File: config.mk
export PLATFORM = sky130hd
export DESIGN_NAME = vga_frame_reader
export DESIGN_NICKNAME = d
export VERILOG_FILES = /design/src/rtl/vga_pkg.sv /design/src/rtl/vga_valid_pipe.sv /design/src/rtl/vga_frame_reader.sv
export SDC_FILE = /design/constraint.sdc
export NUM_CORES = 1
export LEC_CHECK = 0
export ABC_AREA = 1
export CAP_MARGIN = 20
export CORE_ASPECT_RATIO = 1.75
export CORE_UTILIZATION = 60
export DETAILED_ROUTE_END_ITERATION = 10
export GPL_TIMING_DRIVEN = 0
export PLACE_DENSITY = 0.79
export SKIP_CTS_REPAIR_TIMING = 1
export SYNTH_ARGS = -nofsm -noshare
export SYNTH_HDL_FRONTEND = slang
export SYNTH_SLANG_ARGS = --single-unit
File: constraint.sdc
create_clock -name clk -period 7.5 [get_ports clk]
set_input_delay 1.5 -clock clk [delete_from_list [all_inputs] [get_ports clk]]
set_output_delay 1.5 -clock clk [all_outputs]
set_load 0.005 [all_outputs]
File: src/rtl/vga_pkg.sv
// Shared types and constants for the VGA frame reader: FSM states, RAM map
// and the source-width calculation used when frame parameters are latched.
package vga_pkg;

    typedef enum logic [1:0] {
        FETCH  = 2'd0,
        WAIT   = 2'd1,
        ARMED  = 2'd2,
        ACTIVE = 2'd3
    } state_t;

    localparam logic [18:0] DIM_ADDR    = 19'h2;
    localparam logic [18:0] ORIG_BASE   = 19'h5;
    localparam logic [18:0] INTERP_BASE = 19'h3D289;
    localparam int unsigned H_START     = 145;
    localparam int unsigned V_START     = 35;

    // Quadrant rows hold 3/4 of the source width minus the two border pixels.
    function automatic logic [31:0] calc_w_src(input logic [31:0] dim, input logic mode);
        if (!mode) begin
            return dim;
        end
        if (dim < 32'd4) begin
            return '0;
        end
        return (dim >> 2) * 32'd3 - 32'd2;
    endfunction

endpackage

File: src/rtl/vga_valid_pipe.sv
// Enable-gated delay line that keeps pixel_valid aligned with RAM read data.
module vga_valid_pipe #(
    parameter int DEPTH = 1
) (
    input  logic clk,
    input  logic rst_n,
    input  logic en,
    input  logic d,
    output logic q
);

    logic [DEPTH-1:0] sr;

    always_ff @(posedge clk or negedge rst_n) begin
        if (!rst_n) begin
            sr <= '0;
        end else if (en) begin
            sr[0] <= d;
            for (int i = 1; i < DEPTH; i++) begin
                sr[i] <= sr[i-1];
            end
        end
    end

    assign q = sr[DEPTH-1];

endmodule

File: src/rtl/vga_frame_reader.sv
// Raster-driven image RAM reader: fetches the dimension word in blanking,
// latches frame parameters at frame start and issues zoomed pixel reads.
module vga_frame_reader #(
    parameter int                 ADDR_W      = 19,
    parameter int                 DIM_W       = 16,
    parameter int unsigned        H_START     = vga_pkg::H_START,
    parameter int unsigned        V_START     = vga_pkg::V_START,
    parameter logic [ADDR_W-1:0]  DIM_ADDR    = ADDR_W'(vga_pkg::DIM_ADDR),
    parameter logic [ADDR_W-1:0]  ORIG_BASE   = ADDR_W'(vga_pkg::ORIG_BASE),
    parameter logic [ADDR_W-1:0]  INTERP_BASE = ADDR_W'(vga_pkg::INTERP_BASE),
    parameter int unsigned        MAX_DIM     = 400,
    parameter int                 RD_LAT      = 1
) (
    input  logic              clk,
    input  logic              rst_n,
    input  logic              pix_tick,
    input  logic [9:0]        x,
    input  logic [9:0]        y,
    input  logic              interpolacion,
    input  logic [1:0]        zoom,
    input  logic [DIM_W-1:0]  dim_in,
    output logic [ADDR_W-1:0] rd_addr,
    output logic              rd_en,
    output logic              pixel_valid,
    output logic              frame_start
);

    import vga_pkg::*;

    localparam int WW = DIM_W + 2;

    state_t            state_q, state_n;
    logic [1:0]        fetch_cnt_q, fetch_cnt_n;
    logic [DIM_W-1:0]  dim_reg_q, dim_reg_n;
    logic [1:0]        z_q, z_n;
    logic [WW-1:0]     w_src_q, w_src_n;
    logic [WW-1:0]     w_eff_q, w_eff_n;
    logic [WW-1:0]     col_q, col_n;
    logic [1:0]        rep_q, rep_n;
    logic [ADDR_W-1:0] row_base_q, row_base_n;
    logic [ADDR_W-1:0] rd_addr_q, rd_addr_n;
    logic              rd_en_q, rd_en_n;
    logic              pix_rd_q, pix_rd_n;
    logic              fs_q, fs_n;

    logic [WW-1:0]     x_w, y_w, ws_calc, ws_shift;
    logic [1:0]        z_in, rep_max;
    logic              win;

    always_ff @(posedge clk or negedge rst_n) begin
        if (!rst_n) begin
            state_q     <= FETCH;
            fetch_cnt_q <= '0;
            dim_reg_q   <= '0;
            z_q         <= '0;
            w_src_q     <= '0;
            w_eff_q     <= '0;
            col_q       <= '0;
            rep_q       <= '0;
            row_base_q  <= '0;
            rd_addr_q   <= DIM_ADDR;
            rd_en_q     <= 1'b0;
            pix_rd_q    <= 1'b0;
            fs_q        <= 1'b0;
        end else if (pix_tick) begin
            state_q     <= state_n;
            fetch_cnt_q <= fetch_cnt_n;
            dim_reg_q   <= dim_reg_n;
            z_q         <= z_n;
            w_src_q     <= w_src_n;
            w_eff_q     <= w_eff_n;
            col_q       <= col_n;
            rep_q       <= rep_n;
            row_base_q  <= row_base_n;
            rd_addr_q   <= rd_addr_n;
            rd_en_q     <= rd_en_n;
            pix_rd_q    <= pix_rd_n;
            fs_q        <= fs_n;
        end
    end

    always_comb begin
        state_n     = state_q;
        fetch_cnt_n = fetch_cnt_q;
        dim_reg_n   = dim_reg_q;
        z_n         = z_q;
        w_src_n     = w_src_q;
        w_eff_n     = w_eff_q;
        col_n       = col_q;
        rep_n       = rep_q;
        row_base_n  = row_base_q;
        rd_addr_n   = rd_addr_q;
        rd_en_n     = 1'b0;
        pix_rd_n    = 1'b0;
        fs_n        = 1'b0;

        x_w      = WW'(x);
        y_w      = WW'(y);
        z_in     = (zoom == 2'd3) ? 2'd2 : zoom;
        ws_calc  = WW'(calc_w_src(32'(dim_reg_q), interpolacion));
        ws_shift = ws_calc << z_in;
        win      = (x_w >= WW'(H_START)) && (x_w < WW'(H_START) + w_eff_q) &&
                   (y_w >= WW'(V_START)) && (y_w < WW'(V_START) + w_eff_q);
        case (z_q)
            2'd0:    rep_max = 2'd0;
            2'd1:    rep_max = 2'd1;
            default: rep_max = 2'd3;
        endcase

        case (state_q)
            // The dimension address is held until the RAM has had RD_LAT ticks to answer.
            FETCH: begin
                rd_addr_n = DIM_ADDR;
                if (fetch_cnt_q == 2'(RD_LAT)) begin
                    dim_reg_n   = dim_in;
                    fetch_cnt_n = '0;
                    state_n     = WAIT;
                end else begin
                    rd_en_n     = 1'b1;
                    fetch_cnt_n = fetch_cnt_q + 2'd1;
                end
            end
            WAIT, ARMED: begin
                if (y_w == WW'(V_START)) begin
                    z_n        = z_in;
                    w_src_n    = ws_calc;
                    w_eff_n    = (ws_shift > WW'(MAX_DIM)) ? WW'(MAX_DIM) : ws_shift;
                    row_base_n = interpolacion ? INTERP_BASE : ORIG_BASE;
                    col_n      = '0;
                    rep_n      = '0;
                    fs_n       = 1'b1;
                    state_n    = ACTIVE;
                end
            end
            ACTIVE: begin
                if (y_w < WW'(V_START)) begin
                    rd_en_n     = 1'b1;
                    rd_addr_n   = DIM_ADDR;
                    fetch_cnt_n = '0;
                    state_n     = FETCH;
                end else if (win) begin
                    rd_en_n   = 1'b1;
                    pix_rd_n  = 1'b1;
                    rd_addr_n = row_base_q + ADDR_W'(col_q >> z_q);
                    // A zoom group re-reads one source row; advance only after its last line.
                    if (col_q == w_eff_q - WW'(1)) begin
                        col_n = '0;
                        if (rep_q == rep_max) begin
                            rep_n      = '0;
                            row_base_n = row_base_q + ADDR_W'(w_src_q);
                        end else begin
                            rep_n = rep_q + 2'd1;
                        end
                    end else begin
                        col_n = col_q + WW'(1);
                    end
                end
            end
            default: state_n = FETCH;
        endcase
    end

    vga_valid_pipe #(.DEPTH(RD_LAT)) u_valid_pipe (
        .clk   (clk),
        .rst_n (rst_n),
        .en    (pix_tick),
        .d     (pix_rd_q),
        .q     (pixel_valid)
    );

    assign rd_addr     = rd_addr_q;
    assign rd_en       = rd_en_q;
    assign frame_start = fs_q;

endmodule
Word level (Yosys, flattened, before mapping)
Cells that the tools add are included.
W data, S select, Z words.
{ "classes": {"addsub": 9, "n_eq_ne": 17, "n_reduce_logical": 16, "mux": 44, "shifts": 2, "magnitude_cmp": 7, "n_mul": 1} }
{ "ops": {"columns": ["operator", "count"], "rows": [
  ["$mux W18", 10],
  ["$mux W19", 7],
  ["$pmux W19 S2", 2],
  ["$lt A10 B18 Y1", 2],
  ["$pmux W18 S2", 1],
  ["$mux W2", 10],
  ["$add A19 B18 Y19", 1],
  ["$add A19 B19 Y19", 1],
  ["$shr A18 B2 Y19", 1],
  ["$add A18 B1 Y18 const B", 1],
  ["$add A6 B18 Y18 const A", 1],
  ["$add A8 B18 Y18 const A", 1],
  ["$eq A18 B18 Y1", 1],
  ["$gt A18 B9 Y1 const B", 1],
  ["$shl A18 B2 Y18", 1],
  ["$sub A18 B1 Y18 const B", 1],
  ["$sub A16 B2 Y17 const B", 1],
  ["$lt A16 B3 Y1 const B", 1],
  ["$mul A14 B2 Y16 const B", 1],
  ["$ne A2 B2 Y1 const B", 7],
  ["$pmux W2 S2", 3],
  ["$reduce_and A3 Y1", 4],
  ["$eq A10 B6 Y1 const B", 1],
  ["$ge A10 B6 Y1 const B", 1],
  ["18 further kinds", 35]
]} }
{ "word_totals": {"ff_bits": 120, "word_cells": 110} }

Depth between registers and ports, before layout
{ "depth": {"ltp_word": 8, "ltp_mapped": 25} }

By module
From an unflattened synthesis, not the netlist that was laid out.
{ "unflattened": {"cells_unflattened": 1714, "area_unflattened_um2": 11169.5} }
{ "by_module_without_submodules": {"columns": ["module", "seq_area_each_um2", "instances", "cells_per_inst", "area_per_inst_um2"], "rows": [
  ["vga_frame_reader", 2954.1, 1, 1709, 11129.4],
  ["vga_valid_pipe", 25.0, 1, 5, 40.0]
]} }

Least setup slack after synthesis
Ideal clock, no wire load.
{ "synth_path": {"path_type": "in2reg", "from": "input x[1]", "to": "register row_base_q[1]", "arrival_ps": 3031, "setup_slack_ps": 4351, "setup_time_ps": 119, "required_ps": 7381, "cell_stages": 18, "n_path_buf": 1, "path_cell_list": "ha_1 > o21ai_0 > nand2_1 > nand2_1 > nand2_1 > nand2_1 > nand2_1 > nand2_1 > nand2_1 > a21oi_1 > nor2_1 > nor2_4 > nand2_4 > nand2_4 > nand4_4 > buf_6 > nand2_1 > nand2_1"} }
{ "synth_between": {"elab_chain_len": 6, "elab_cells_between_ends": 7, "cone_classes": "2 x order compare; 1 x eq/ne; 4 x reduce/logical"} }
{ "synth_rtl": {"columns": ["element", "line_no", "source"], "rows": [
  ["start, declared", "vga_frame_reader.sv:17", "input logic [9:0] x,"],
  ["$lt A10 B18 Y1 / $ge A10 B8 Y1 (equally long branches)", "vga_frame_reader.sv:102", "win = (x_w >= WW'(H_START)) && (x_w < WW'(H_START) + w_eff_q) &&"],
  ["$logic_and A1 B1 Y1 * (2 in series)", "vga_frame_reader.sv:102", null],
  ["$logic_and A1 B1 Y1 *", "vga_frame_reader.sv:103", "(y_w >= WW'(V_START)) && (y_w < WW'(V_START) + w_eff_q);"],
  ["$ne A2 B2 Y1 (no line) *", null, null],
  ["$reduce_and A7 Y1 (no line) *", null, null],
  ["end signal, assigned", "vga_frame_reader.sv:74", "row_base_q <= row_base_n;"],
  ["end, declared", "vga_frame_reader.sv:40", "logic [ADDR_W-1:0] row_base_q, row_base_n;"]
]} }
Mark *: on every way between the ends. The rest lies on a longest branch, timed or not.
A chain may end at the register's enable or synchronous reset.

Worst setup path after layout
{ "layout_path": {"from": "input interpolacion", "to": "register w_eff_q[3]"} }
{ "layout_between": {"elab_chain_len": 4} }
{ "layout_rtl": {"columns": ["element", "line_no", "source"], "rows": [
  ["start, declared", "vga_frame_reader.sv:19", "input logic interpolacion,"],
  ["$mux W18 *", "vga_pkg.sv:23", "if (dim < 32'd4) begin"],
  ["$shl A18 B2 Y18 *", "vga_frame_reader.sv:101", "ws_shift = ws_calc << z_in;"],
  ["$gt A18 B9 Y1", "vga_frame_reader.sv:127", "w_eff_n = (ws_shift > WW'(MAX_DIM)) ? WW'(MAX_DIM) : ws_shift;"],
  ["$mux W18 *", "vga_frame_reader.sv:127", null],
  ["end signal, assigned", "vga_frame_reader.sv:71", "w_eff_q <= w_eff_n;"],
  ["end, declared", "vga_frame_reader.sv:37", "logic [WW-1:0] w_eff_q, w_eff_n;"]
]} }
Marked as above.

==> flow_metrics.tcl <==
set metrics [dict create \
    synthMuxAreaShare 0.003742 \
    start_kind "primary input" \
    seq_area_frac_synth 0.2621 \
    yosysTopAreaCell "dfrtp_1" \
    finalHoldViolCount 0 \
    routed-via-count 11660 \
    cts-buffers-inserted 17 \
    syn_avg_cell_area_um2 6.496 \
    crit_fanout 10 \
    timing.rr.start "z_q[0]$_DFFE_PN0P_" \
    antennaDiodeCount 0 \
    peakVddDrop_mv 0.3720 \
    drv_slew 0 \
    status "complete, no violations" \
    tightestPinTransition_ns 0.7851 \
    routed_wl_um 33720 \
    fmax_mhz 254.5 \
    fin_nets 1967 \
    synth_edf_count 0 \
    yosysTopAreaCellShare 0.2598 \
    viasPerCell 5.597 \
    endpoint_kind "register" \
    clkLatencyLatePin_ns 0.43 \
    clock-sinks 119 \
    rrSetupSlack_ns 3.74 \
    setup_viol 0 \
    skew_ns 0.007312 \
    yosys.area_share.simple 0.3541 \
    clk_path_buf_depth 2 \
    synth_flop_cell "dfrtp_1" \
    synth.distinct_cells 50 \
    gp_congestion 0.9702 \
    worstPathArrival_ns 4.22 \
    grt_max_degree 67 \
    fin_hold_ws_ns 0.4839 \
    syn_to_final_growth_pct 13.64 \
    grt_pass1_wl_um 55400 \
    hold_path_class "reg -> reg" \
    drtIter0Drc 696 \
    crit_end "w_eff_q[3]$_DFFE_PN0P_" \
    synth_fa_ha_area_frac 0.1050 \
    reg2reg_depth 19 \
    drive_above_1_share 0.05583 \
    die_height_um 184.1 \
    fillers 1725 \
    crit_path_start "interpolacion" \
    critPathSlowestCell "clkdlybuf4s50_1" \
    grt_overflow 0 \
    slowest_delay_ns 0.66 \
    synth_common_cells "nand2_1, inv_1, nor2_1" \
    crit_required_ns 7.79 \
    dp_hpwl_um 26950 \
    ys_ff_latch 119 \
    ant_nets 0 \
    ys_top_cells_by_area "dfrtp_1, nand2_1, ha_1" \
    clkTransAtPathRegs_ns 0.06 \
    die_w_um 106.0 \
    cts_tree "built" \
    dr.pass1.iters 6 \
    synth_async_sr_flop_share 1.000 \
    maxCapViolCount 0 \
    grt_pass1_vias 11630 \
    p_leak_nw 6.671 \
    synth_warnings 0 \
    path_common_cell "nand2_1" \
    clockRootBuffer "clkbuf_16" \
    timing.setup.tns_ns 0 \
    die-area_um2 19520 \
    h-tree-depth 4 \
    min_period_ns 3.929 \
    synth_top_family_by_area "simple AND/OR/NAND/NOR gates" \
    synthCells 1750 \
    detail_route.wl_per_cell_um 16.19 \
    synthesis.area_um2 11370 \
    io_pins 64 \
    power_density_nw_per_um2 285.5 \
    grt_usage 0.3627 \
    reg2reg_to "rd_addr[14]$_DFFE_PN0P_" \
    fin_ws_ns 3.571 \
    coreArea_um2 18580 \
    placementRows 66 \
    place_ws_ns 3.174 \
    relSlewSlack 0.4766 \
    synth_compound_gate_area_share 0.1145 \
    portBuffers 62 \
    rsz0062_at_grt "false" \
    start_util 0.6118 \
    period_share 0.5239 \
    worstPathCellList "clkdlybuf4s50_1 > clkinv_1 > a21oi_2 > nand2_1 > o21ai_0 > nand2_1 > nand3_1 > nor2_1 > nand2_1 > nor2_2 > nand3_1 > o21ai_0" \
    synth_xor_area_frac 0.06285 \
    drc_errors 0 \
    yosysMostFrequentCell "nand2_1" \
    synth_fp_nets 1885 \
    critPathKind "in -> reg" \
    antenna_found_initial 0 \
]
-- routing by layer --
layer / track usage / part of all wire
met4: 0.2278 / 0.064
met5: 0 / 0
met3: 0.04573 / 0.038
met2: 0.6800 / 0.52
met1: 0.3761 / 0.38
-- where the power goes --
part           internal [W]  switching [W]  total, W
combinational      0.000680        0.00129   0.00196
clock              0.000524       0.000323  0.000848
sequential         0.000766       0.000110  0.000876
total               0.00197        0.00172   0.00369
-- per-stage QoR --
stage,total power [W],instances,util,cell area [um2]
after global routing,0.003975,2083,0.6952,12920
after floorplan,0.002254,1750,-,11370
after CTS,0.003664,2083,0.6952,12920
after detailed placement,0.002813,2051,0.6628,12310
final,0.003688,2083,0.6952,12920
after global placement,0.002770,2050,0.6612,12290
-- flip-flops by register name, summed over array words and instances, names as in the netlist --
register	count
rd_en	1
dim_reg_q	16
row_base_q	19
state_q	2
frame_start	1
fetch_cnt_q	2
u_valid_pipe.q	1
w_eff_q	18
z_q	2
col_q	18
w_src_q	17
rd_addr	19
rep_q	2
pix_rd_q	1
-- cell usage in the layout (no fill, tap or decap), types with 8 or more instances in the layout --
cell type and instances:
buf_2 12, nor3_1 18, nor2_1 150, nand2_2 8
nand2_1 539, a21oi_1 100, nand3_1 141, xor2_1 59
clkdlybuf4s50_1 61, inv_1 203, clkbuf_16 17, o21ai_0 95
xnor2_1 20, nand4_1 46, ha_1 89, dfrtp_1 118
clkbuf_1 37, o21ai_1 19
-- worst max-delay path: cells and delay by family --
| family | cells | cell delay (ns) |
|---|---|---|
| simple gates | 7 | 0.63 |
| compound gates | 3 | 1.05 |
| buf+inv | 2 | 1.03 |
-- layout make-up --
class / count / area, um2 / area share
clock inverters: 10 / 118.9 / 0.009202
inverters: 213 / 799.5 / 0.06189
repair buffers: 63 / 649.4 / 0.05027
well taps: 238 / 297.8 / 0.02305
clock buffers: 22 / 484.2 / 0.03749
flip-flops and latches: 119 / 2979 / 0.2306
multi-input cells: 1356 / 7277 / 0.5633
plain buffers: 62 / 311.5 / 0.02412
-- how the worst min path moves through the flow --
stage                            start                      end  slack, ns  depth (start not counted)
6_report             rd_en$_DFFE_PN0P_        rd_en$_DFFE_PN0P_       0.48                          2
5_1_grt        w_src_q[11]$_DFFE_PN0P_  w_src_q[11]$_DFFE_PN0P_       0.50                          2
4_1_cts           pix_rd_q$_DFFE_PN0P_     pix_rd_q$_DFFE_PN0P_       0.49                          2
3_5_place_dp      pix_rd_q$_DFFE_PN0P_     pix_rd_q$_DFFE_PN0P_       0.47                          2
3_3_place_gp   frame_start$_DFFE_PN0P_  frame_start$_DFFE_PN0P_       0.46                          2
2_1_floorplan   w_src_q[2]$_DFFE_PN0P_   w_src_q[2]$_DFFE_PN0P_       0.45                          2
-- cell families (layout without fill, tap and decap cells) --
logic type,count (synthesis),count (layout)
AO/OA/AOI/OAI,241,241
multiplexers,4,4
buffers and inverters,275,370
XOR/XNOR,80,80
AND/OR/NAND/NOR,938,938
adder cells (fa/ha/maj),93,93
flip-flops,119,119
(Power assumes the default switching activity.)
